### src/rtl/trap_ctrl_pkg.sv
// ============================================================================
// Module  : trap_ctrl_pkg
// Purpose : State encoding, CSR addresses and mstatus fields for trap_ctrl.
// Rev     : 1.0  initial release
// ============================================================================
`default_nettype none

package trap_ctrl_pkg;

  typedef enum logic [2:0] {
    ST_IDLE      = 3'd0,
    ST_RD_MST    = 3'd1,
    ST_WR_MEPC   = 3'd2,
    ST_WR_MCAUSE = 3'd3,
    ST_WR_MTVAL  = 3'd4,
    ST_WR_MST    = 3'd5,
    ST_REDIRECT  = 3'd6
  } state_e;

  localparam logic [11:0] CSR_MSTATUS = 12'h300;
  localparam logic [11:0] CSR_MTVEC   = 12'h305;
  localparam logic [11:0] CSR_MEPC    = 12'h341;
  localparam logic [11:0] CSR_MCAUSE  = 12'h342;
  localparam logic [11:0] CSR_MTVAL   = 12'h343;

  localparam int MST_MIE    = 3;
  localparam int MST_MPIE   = 7;
  localparam int MST_MPP_LO = 11;
  localparam int MST_MPP_HI = 12;

  localparam logic [31:0] CAUSE_ECALL_U = 32'd8;
  localparam logic [31:0] CAUSE_ECALL_M = 32'd11;

  function automatic logic is_ecall(input logic [31:0] cause);
    return (cause == CAUSE_ECALL_U) || (cause == CAUSE_ECALL_M);
  endfunction

  function automatic logic is_trap_csr(input logic [11:0] addr);
    return (addr == CSR_MSTATUS) || (addr == CSR_MTVEC) || (addr == CSR_MEPC) ||
           (addr == CSR_MCAUSE)  || (addr == CSR_MTVAL);
  endfunction

endpackage

`default_nettype wire

### src/rtl/trap_ctrl_mstatus_upd.sv
// ============================================================================
// Module  : mstatus_upd
// Purpose : Next mstatus value for trap entry (is_mret=0) or mret (is_mret=1).
// Rev     : 1.0  initial release
// ============================================================================
`default_nettype none

module mstatus_upd
  import trap_ctrl_pkg::*;
(
  input  logic [31:0] mst_i,
  input  logic        is_mret_i,
  output logic [31:0] mst_o
);

  always_comb begin
    mst_o = mst_i;
    mst_o[MST_MPP_HI:MST_MPP_LO] = 2'b11;
    if (is_mret_i) begin
      mst_o[MST_MIE]  = mst_i[MST_MPIE];
      mst_o[MST_MPIE] = 1'b1;
    end else begin
      mst_o[MST_MPIE] = mst_i[MST_MIE];
      mst_o[MST_MIE]  = 1'b0;
    end
  end

endmodule

`default_nettype wire

### src/rtl/trap_ctrl.sv
// ============================================================================
// Module  : trap_ctrl
// Purpose : Trap/mret sequencer owning the M-mode CSR write port; Zicsr
//           accesses pass through while idle. Option: TRAP_CTRL_MTVAL_EN.
// Rev     : 1.0  initial release
// ============================================================================
`default_nettype none

module trap_ctrl
  import trap_ctrl_pkg::*;
(
  input  logic        clk_i,
  input  logic        rst_ni,
  input  logic        trap_valid_i,
  output logic        trap_ready_o,
  input  logic [31:0] trap_pc_i,
  input  logic [31:0] trap_cause_i,
  input  logic [31:0] trap_tval_i,
  input  logic        mret_valid_i,
  output logic        mret_ready_o,
  input  logic        inst_csr_wen_i,
  input  logic [11:0] inst_csr_addr_i,
  input  logic [31:0] inst_csr_wdata_i,
  output logic [31:0] inst_csr_rdata_o,
  output logic        inst_csr_stall_o,
  output logic        csr_wen_o,
  output logic [11:0] csr_addr_o,
  output logic [31:0] csr_wdata_o,
  input  logic [31:0] csr_rdata_i,
  input  logic [31:0] csr_mtvec_i,
  input  logic [31:0] csr_mepc_i,
  output logic        redirect_valid_o,
  output logic [31:0] redirect_pc_o
);

  state_e      state_q;
  logic [31:0] pc_q;
  logic [31:0] cause_q;
  logic [31:0] mst_q;
  logic        is_mret_q;
  logic [31:0] w_mst_next;
  logic        w_idle;

`ifdef TRAP_CTRL_MTVAL_EN
  logic [31:0] tval_q;
`else
  logic        w_unused_tval;
  assign w_unused_tval = ^trap_tval_i;
`endif

  // mtvec mode bits never influence the direct-mode target.
  logic w_unused_mtvec;
  assign w_unused_mtvec = ^csr_mtvec_i[1:0];

  assign w_idle       = (state_q == ST_IDLE);
  assign trap_ready_o = w_idle & ~inst_csr_wen_i;
  assign mret_ready_o = w_idle & ~inst_csr_wen_i & ~trap_valid_i;

  mstatus_upd u_mstatus_upd (
    .mst_i     (mst_q),
    .is_mret_i (is_mret_q),
    .mst_o     (w_mst_next)
  );

  always_ff @(posedge clk_i or negedge rst_ni) begin
    if (!rst_ni) begin
      state_q   <= ST_IDLE;
      pc_q      <= '0;
      cause_q   <= '0;
      mst_q     <= '0;
      is_mret_q <= 1'b0;
`ifdef TRAP_CTRL_MTVAL_EN
      tval_q    <= '0;
`endif
    end else begin
      case (state_q)
        ST_IDLE: begin
          if (trap_valid_i && trap_ready_o) begin
            pc_q      <= trap_pc_i;
            cause_q   <= trap_cause_i;
`ifdef TRAP_CTRL_MTVAL_EN
            tval_q    <= trap_tval_i;
`endif
            is_mret_q <= 1'b0;
            state_q   <= ST_RD_MST;
          end else if (mret_valid_i && mret_ready_o) begin
            is_mret_q <= 1'b1;
            state_q   <= ST_RD_MST;
          end
        end
        ST_RD_MST: begin
          mst_q   <= csr_rdata_i;
          state_q <= is_mret_q ? ST_WR_MST : ST_WR_MEPC;
        end
        ST_WR_MEPC:   state_q <= ST_WR_MCAUSE;
`ifdef TRAP_CTRL_MTVAL_EN
        ST_WR_MCAUSE: state_q <= ST_WR_MTVAL;
        ST_WR_MTVAL:  state_q <= ST_WR_MST;
`else
        ST_WR_MCAUSE: state_q <= ST_WR_MST;
`endif
        ST_WR_MST:    state_q <= ST_REDIRECT;
        ST_REDIRECT:  state_q <= ST_IDLE;
        default:      state_q <= ST_IDLE;
      endcase
    end
  end

  always_comb begin
    csr_wen_o        = 1'b0;
    csr_addr_o       = 12'h000;
    csr_wdata_o      = 32'h0;
    inst_csr_rdata_o = 32'h0;
    inst_csr_stall_o = 1'b1;
    redirect_valid_o = 1'b0;
    redirect_pc_o    = 32'h0;
    case (state_q)
      ST_IDLE: begin
        csr_wen_o        = inst_csr_wen_i;
        csr_addr_o       = inst_csr_addr_i;
        csr_wdata_o      = inst_csr_wdata_i;
        inst_csr_rdata_o = csr_rdata_i;
        inst_csr_stall_o = 1'b0;
      end
      ST_RD_MST: csr_addr_o = CSR_MSTATUS;
      ST_WR_MEPC: begin
        csr_wen_o   = 1'b1;
        csr_addr_o  = CSR_MEPC;
        csr_wdata_o = {pc_q[31:2], 2'b00};
      end
      ST_WR_MCAUSE: begin
        csr_wen_o   = 1'b1;
        csr_addr_o  = CSR_MCAUSE;
        csr_wdata_o = cause_q;
      end
`ifdef TRAP_CTRL_MTVAL_EN
      ST_WR_MTVAL: begin
        csr_wen_o   = 1'b1;
        csr_addr_o  = CSR_MTVAL;
        csr_wdata_o = tval_q;
      end
`endif
      ST_WR_MST: begin
        csr_wen_o   = 1'b1;
        csr_addr_o  = CSR_MSTATUS;
        csr_wdata_o = w_mst_next;
      end
      ST_REDIRECT: begin
        redirect_valid_o = 1'b1;
        redirect_pc_o    = is_mret_q ? csr_mepc_i : {csr_mtvec_i[31:2], 2'b00};
      end
      default: ;
    endcase
  end

endmodule

`default_nettype wire

### config.mk
export PLATFORM = sky130hd
export DESIGN_NAME = trap_ctrl
export DESIGN_NICKNAME = d
export VERILOG_FILES = /design/src/rtl/trap_ctrl_pkg.sv /design/src/rtl/trap_ctrl_mstatus_upd.sv /design/src/rtl/trap_ctrl.sv
export SDC_FILE = /design/constraint.sdc
export NUM_CORES = 1
export LEC_CHECK = 0
export ABC_AREA = 1
export CORE_AREA = 2 2 138 140
export DETAILED_ROUTE_END_ITERATION = 6
export DIE_AREA = 0 0 140 142
export PLACE_DENSITY = 0.78
export SLEW_MARGIN = 10
export SYNTH_ARGS = -nofsm -noshare
export SYNTH_HDL_FRONTEND = slang
export SYNTH_SLANG_ARGS = --single-unit
export TNS_END_PERCENT = 20
### constraint.sdc
create_clock -name clk_i -period 4.04 [get_ports clk_i]
set_input_delay 1.01 -clock clk_i [delete_from_list [all_inputs] [get_ports clk_i]]
set_output_delay 1.01 -clock clk_i [all_outputs]
set_load 0.03 [all_outputs]
==> results of run 1 <==
## cell families (layout without fill, tap and decap cells)
| logic type | Yosys count | count (layout) | share of synthesized area |
|---|---|---|---|
| simple gates | 584 | 584 | 0.393 |
| other cells | 0 | 1 | 0 |
| buf+inv | 226 | 527 | 0.149 |
| flops | 96 | 96 | 0.410 |
| compound gates | 56 | 56 | 0.0478 |
## sequential cells by signal (all words and copies together) (netlist names)
signal and cells:
is_mret_q 1, state_q 3, pc_q 30, mst_q 30
cause_q 32
## cell usage after synthesis
| master | instances | area (um2) |
|---|---|---|
| clkbuf_1 | 26 | 97.6 |
| or2_2 | 1 | 6.26 |
| buf_2 | 19 | 95.1 |
| nor2_1 | 112 | 420 |
| nand2_1 | 404 | 1520 |
| nand3_1 | 59 | 295 |
| inv_1 | 176 | 661 |
| nand4_1 | 3 | 18.8 |
| o21ai_1 | 31 | 155 |
| nand4_2 | 1 | 12.5 |
| inv_2 | 2 | 7.51 |
| nor2_4 | 2 | 22.5 |
| buf_1 | 2 | 7.51 |
| o21ai_0 | 23 | 115 |
| nor2_2 | 2 | 12.5 |
| dfrtp_1 | 96 | 2400 |
| buf_4 | 1 | 7.51 |
| a21oi_1 | 2 | 10.0 |
## worst register-to-register path, cell delays in order (launching register included)
cell and delay, ns:
dfrtp_1 0.54, nor2_2 0.19, buf_4 0.25, nand3_1 0.23
nor2_4 0.51, buf_12 0.29, nand2_1 0.10, nand2_1 0.08
## cell usage in the layout (no fill, tap or decap)
cell type,count
a21oi_1,2
buf_12,11
buf_4,74
clkbuf_16,9
clkdlybuf4s50_1,248
clkinv_4,1
clkinvlp_4,3
dfrtp_1,96
diode_2,1
inv_1,176
inv_2,2
inv_6,1
inv_8,2
nand2_1,403
nand2_2,1
nand3_1,59
nand4_1,3
nand4_4,1
nor2_1,112
nor2_2,2
nor2_4,2
o21ai_0,23
o21ai_1,31
or2_2,1
## worst min path at each step
stage / slack [ns] / end / startpoint
after floorplan: 0.45 / cause_q[13]$_DFFE_PN0P_ / cause_q[13]$_DFFE_PN0P_
after global placement: 0.46 / pc_q[16]$_DFFE_PN0P_ / pc_q[16]$_DFFE_PN0P_
after detailed placement: 0.47 / cause_q[18]$_DFFE_PN0P_ / cause_q[18]$_DFFE_PN0P_
after CTS: 0.49 / cause_q[25]$_DFFE_PN0P_ / cause_q[25]$_DFFE_PN0P_
after global routing: 0.51 / cause_q[29]$_DFFE_PN0P_ / cause_q[29]$_DFFE_PN0P_
final: 0.48 / pc_q[27]$_DFFE_PN0P_ / pc_q[27]$_DFFE_PN0P_
## metrics by stage
stage | cell area, um2 | utilization | std cells | total power [mW] | setup WS, ns
finish | 9510 | 0.515 | 1498 | 6.52 | 0.287
global route | 9510 | 0.515 | 1498 | 7.02 | 0.0708
CTS | 9510 | 0.515 | 1497 | 6.58 | 0.291
detailed placement | 9220 | 0.499 | 1481 | 5.72 | 0.312
global placement | 9220 | 0.499 | 1481 | 5.65 | 0.302
floorplan | 5860 | - | 962 | 4.05 | 1.32
## per-layer routing
metal,GRT usage,wire (um),up-vias
met5,0,0,-
met2,0.363,10300,276
met3,0.0377,1390,31
li1,-,-,3388
met1,0.271,9220,3047
met4,0.0611,518,0
## power by group
group | internal [mW] | total, mW | leakage [nW] | switching (mW)
clock network | 0.430 | 0.839 | 0.132 | 0.409
logic | 1.49 | 3.97 | 3.85 | 2.48
registers | 1.42 | 1.71 | 1.19 | 0.294
total | 3.33 | 6.52 | 5.18 | 3.18
## cell type report
type                            instances  area, um2  share of cell area
Timing Repair Buffer                  333       3260               0.343
Inverter                              178        668              0.0703
Antenna cell                            1       2.50            0.000263
Tap cell                              234        293              0.0308
Clock buffer                            9        225              0.0237
Multi-Input combinational cell        640       2600               0.273
Clock inverter                          7       62.6             0.00658
Sequential cell                        96       2400               0.253
==> summary.txt, run 1 <==
CP bufs+invs -> 3
Initial Util -> 0.318
Area added between synthesis and finish -> 62.2%
Clock Skew -> 0.0134 ns
All-Layer GR Usage -> 0.210
Setup-failing EPs final -> 0
Reg2reg setup slack -> 1.80 ns
Clock root buffer -> clkbuf_16
Final Hold Fails -> 0
First-pass GRT wire length -> 33,200 um
Die area -> 19,900 um2
Clock transition at path regs -> 0.07 ns
Pwr/cell area -> 686 nW/um2
Register area share after synthesis -> 0.410
RSZ-0062 raised after global routing -> no
Cell mode on critical path -> nand2_1
IO Port Bufs -> 317
CTS sink cnt -> 96
1st-iter DRT viols -> 307
Count of pins over their slew limit -> 0
Routability cong. -> 0.872
Vias -> 6,742
Min Hold Slack -> 0.482 ns
Largest net degree at the start of global routing -> 68
Routed vias/inst -> 4.50
Slowest-stage cell, CP -> clkdlybuf4s50_1
Clk Latency, worst-skew pair -> 0.35 ns
Routed WL per cell -> 14.3 um
Share of layout cells above drive strength 1 -> 0.0871
Routed Antenna Nets -> 0
H-tree Lvls -> 3
I/O pins -> 354
Endpoint of the worst-slack reg-to-reg timing path -> pc_q[20]$_DFFE_PN0P_
Status -> complete, but fails checks
Hold Crit Class -> reg2reg
# rows -> 50
Post-CTS Hold Fix Bufs -> 0
Mapped Nets -> 1,203
Unique masters post-synth -> 18
Layout filler cell count -> 1,805
Shortest period the worst path allows -> 3.75 ns
Worst R2R Start -> state_q[0]$_DFFE_PN0P_
CTS buffer count -> 9
WS Path Type -> reg2out
Ys Warns -> 0
Crit path DAT -> 2.74 ns
Max-Cap Viols -> 0
Overflow after GRT -> 0
Die H -> 142 um
Worst Hold Depth -> 2
Remaining DRCs -> 28
Post-CTS Setup Bufs -> 0
Drt total wl -> 21,400 um
Peak supply drop -> 380 uV
Relative slew slack -> 0.267
Post_cts resized -> 0
CP Depth -> 7
Critical Path Start -> state_q[1]$_DFFE_PN0P_
Sum Neg Setup Slack -> 0 ns
Nets -> 1,499
Mean Syn Cell Area -> 6.09 um2
Setup crit end -> csr_wdata_o[5]
R2R depth -> 7
Worst-path cell chain -> inv_2 -> nor2_2 -> nand3_1 -> nand2_1 -> inv_1 -> nand2_1 -> clkdlybuf4s50_1
Core Box Area -> 18,500 um2
Post-Syn Area -> 5860 um2
Worst setup SP type -> flip-flop
Yosys reg bits -> 96
Vias in the first global route -> 6,397
Required @ worst endpoint -> 3.03 ns
Worst-path fanout max -> 21
Violated checks -> design-rule violations
Mapped Cells -> 962
Max Fclk -> 266 MHz
Drt pass-1 iters -> 7
CP max stage delay -> 0.69 ns
Static leakage -> 5.18 nW
Max clock buf depth -> 2
Slew @ Worst Pin -> 1.10 ns
Die width -> 140 um
Critical Path End Type -> output pin
Initial antenna violation count -> 1
Post-detail-place hpwl -> 16,300 um
CTS tree -> yes
Final worst path period share -> 0.929
CP delay by family, top -> buffers and inverters
Power figures use the tool's default switching activity.
==> run 2: changes to the inputs <==
--- a/config.mk
+++ b/config.mk
@@ -6,10 +6,10 @@
 export NUM_CORES = 1
 export LEC_CHECK = 0
 export ABC_AREA = 1
-export CORE_AREA = 2 2 138 140
+export CORE_AREA = 5 5 133 135
 export DETAILED_ROUTE_END_ITERATION = 6
-export DIE_AREA = 0 0 140 142
-export PLACE_DENSITY = 0.78
+export DIE_AREA = 0 0 138 140
+export PLACE_DENSITY = 0.86
 export SLEW_MARGIN = 10
 export SYNTH_ARGS = -nofsm -noshare
 export SYNTH_HDL_FRONTEND = slang
==> run 2 against run 1 <==
The flow now finishes without violations. Total power rose by 1.3%. Global-route usage is 0.57 points higher. Design area about the same. Hold slack about the same. Die area down 2.8%. Clock power is 13% higher. First-iteration DRC count fell by 8.5%. Count of clock-buffer cells in the layout is 1 higher. Register-to-register slack got worse by 0.02 ns. Via count is 0.82% higher. Setup slack improved by 0.054 ns. Sequential cell count is the same.
==> summary.txt, run 2 (synthesis results as in run 1) <==
Met3 WL -> 1630 um (+17%)
Switch Pwr -> 3.18 mW (about the same)
Clk pwr share -> 0.144 (+0.015)
RSZ-0062 raised after global routing -> no
I/O pins -> 354 (unchanged)
Relative slew slack -> 0.300 (+0.0335)
Max clock buf depth -> 2 (unchanged)
Pwr/cell area -> 695 nW/um2 (+1.3%)
CP max stage delay -> 0.48 ns (-0.21 ns)
Post_cts resized -> 0 (unchanged)
Area added between synthesis and finish -> 62.1% (about the same)
Sum Neg Setup Slack -> 0 ns (unchanged)
1st-iter DRT viols -> 281 (-8.5%)
Endpoint of the worst-slack reg-to-reg timing path -> cause_q[15]$_DFFE_PN0P_
Commonest non-fill, non-tap cell in the layout -> nand2_1
Clock root buffer -> clkbuf_16
Slowest-stage cell, CP -> dfrtp_1
Most frequent cells in the layout -> nand2_1, clkdlybuf4s50_1, inv_1, nor2_1, dfrtp_1
Worst Hold Depth -> 2 (unchanged)
WS Path Type -> reg2out
Total chip power -> 6.60 mW (+1.3%)
Biggest register -> cause_q
H-tree Lvls -> 3 (unchanged)
Clock transition at path regs -> 0.07 ns (about the same)
Vias in the first global route -> 6,469 (+1.1%)
Routed Antenna Nets -> 0 (unchanged)
Remaining DRCs -> 0 (-100%)
Critical Path End Type -> output pin
Peak supply drop -> 426 uV (+12%)
Count of pins over their slew limit -> 0 (unchanged)
Switching Fraction -> 0.482 (-0.00652)
Nets -> 1,498 (-0.067%)
Die width -> 138 um (-1.4%)
CTS buffer count -> 9 (unchanged)
Overflow after GRT -> 0 (unchanged)
IO Port Bufs -> 317 (unchanged)
Initial Util -> 0.359 (+0.0409)
Slew @ Worst Pin -> 1.05 ns (-0.0500 ns)
Post-route setup slack -> 0.342 ns (+0.0545 ns)
All-Layer GR Usage -> 0.216 (+0.00567)
Cell mode on critical path -> nand2_1
Final worst path period share -> 0.915 (-0.0135)
CTS tree -> yes
Setup-failing EPs final -> 0 (unchanged)
Hold_sp -> pc_q[7]$_DFFE_PN0P_
Die area -> 19,300 um2 (-2.8%)
Routed vias/inst -> 4.58 (+1.8%)
Drt total wl -> 22,200 um (+3.9%)
Routability cong. -> 0.896 (+2.7%)
Pre-CTS worst setup slack -> 0.412 ns (+0.100 ns)
Clock Skew -> 0.0146 ns (+0.00123 ns)
Status -> finished, final reports clean
Comb pwr share -> 0.596 (-0.013)
Final Hold Fails -> 0 (unchanged)
First-pass GRT wire length -> 33,800 um (+1.8%)
Sequential power share -> 0.260 (-0.002)
Die H -> 140 um (-1.4%)
Post-CTS Hold Fix Bufs -> 0 (unchanged)
Max Fclk -> 270 MHz (+1.5%)
CTS sink cnt -> 96 (unchanged)
Max FFs per register -> 32 (unchanged)
Highest routed layer -> met4
Worst setup SP type -> flip-flop
Post-detail-place hpwl -> 17,200 um (+5.2%)
Share of layout cells above drive strength 1 -> 0.0840 (-0.00310)
Clk Latency, worst-skew pair -> 0.35 ns (about the same)
Crit path DAT -> 2.69 ns (-0.05 ns)
Worst-path fanout max -> 21 (unchanged)
Hold EP -> pc_q[7]$_DFFE_PN0P_
Initial antenna violation count -> 1 (unchanged)
R2R depth -> 6 (-1)
Hold Crit Class -> reg2reg
Shortest period the worst path allows -> 3.70 ns (-0.0545 ns)
Routed WL per cell -> 15.0 um (+4.9%)
# rows -> 47 (-6.0%)
Static leakage -> 5.19 nW (+0.26%)
Max-Cap Viols -> 0 (unchanged)
Post-CTS Setup Bufs -> 0 (unchanged)
Vias -> 6,797 (+0.82%)
Drt pass-1 iters -> 5 (-2)
M1 WL -> 9250 um (+0.28%)
Met2 WL -> 11,000 um (+6.8%)
Largest registers -> cause_q x32, mst_q x30, pc_q x30
Core Box Area -> 16,300 um2 (-11%)
Worst-path cell chain -> inv_2 -> buf_4 -> nand2_1 -> inv_1 -> nand2_1 -> nand3_1 -> buf_12
Largest net degree at the start of global routing -> 76 (+12%)
Reg2reg setup slack -> 1.78 ns (-0.02 ns)
Worst R2R Start -> state_q[1]$_DFFE_PN0P_
Required @ worst endpoint -> 3.03 ns (about the same)
Internal power -> 3.42 mW (+2.6%)
==> run 2: worst max-delay path by stage <==
stage | from | cells past startpoint | slack, ns | end
3_3_place_gp | inst_csr_wen_i | 5 | 0.45 | mret_ready_o
6_report | state_q[1]$_DFFE_PN0P_ | 7 | 0.34 | csr_wdata_o[1]
4_1_cts | state_q[1]$_DFFE_PN0P_ | 7 | 0.28 | csr_wdata_o[1]
3_5_place_dp | inst_csr_wen_i | 5 | 0.41 | mret_ready_o
5_1_grt | state_q[1]$_DFFE_PN0P_ | 7 | 0.20 | csr_wdata_o[1]
2_1_floorplan | inst_csr_wen_i | 3 | 1.32 | mret_ready_o
==> run 2: area by class of cell <==
class	count	area, um2
clock inverter	6	103
multi-input combinational	640	2600
tap	220	275
antenna	1	2.50
inverter	178	668
timing repair buffer	332	3230
sequential	96	2400
clock buffer	10	229
fill	1475	6840
==> run 2: stage by stage <==
stage / std cells / hold WS (ns) / util / instance area (um2)
floorplan: 962 / 0.449 / - / 5860
global placement: 1466 / 0.462 / 0.561 / 9170
detailed placement: 1466 / 0.465 / 0.561 / 9170
CTS: 1482 / 0.484 / 0.581 / 9500
global route: 1483 / 0.495 / 0.582 / 9510
finish: 1483 / 0.482 / 0.582 / 9510
==> run 2: worst max-delay path, delay by kind of cell, from the launching register on <==
family / cells / cell delay (ns)
flip-flops: 1 / 0.48
AND/OR/NAND/NOR: 3 / 0.70
buffers and inverters: 4 / 1.16
==> run 2: power by group through the flow <==
stage,clock [mW],combinational (mW),sequential [mW]
after global placement,0,3.90,1.71
after CTS,0.965,3.98,1.71
final,0.949,3.94,1.72
after floorplan,0,2.44,1.61
after detailed placement,0,3.96,1.72
after global routing,0.996,4.30,1.77
==> run 2: layer usage <==
layer | up-vias | global-route usage
li1 | 3393 | -
met1 | 3068 | 0.271
met2 | 309 | 0.381
met3 | 27 | 0.0419
met4 | 0 | 0.0593
met5 | - | 0
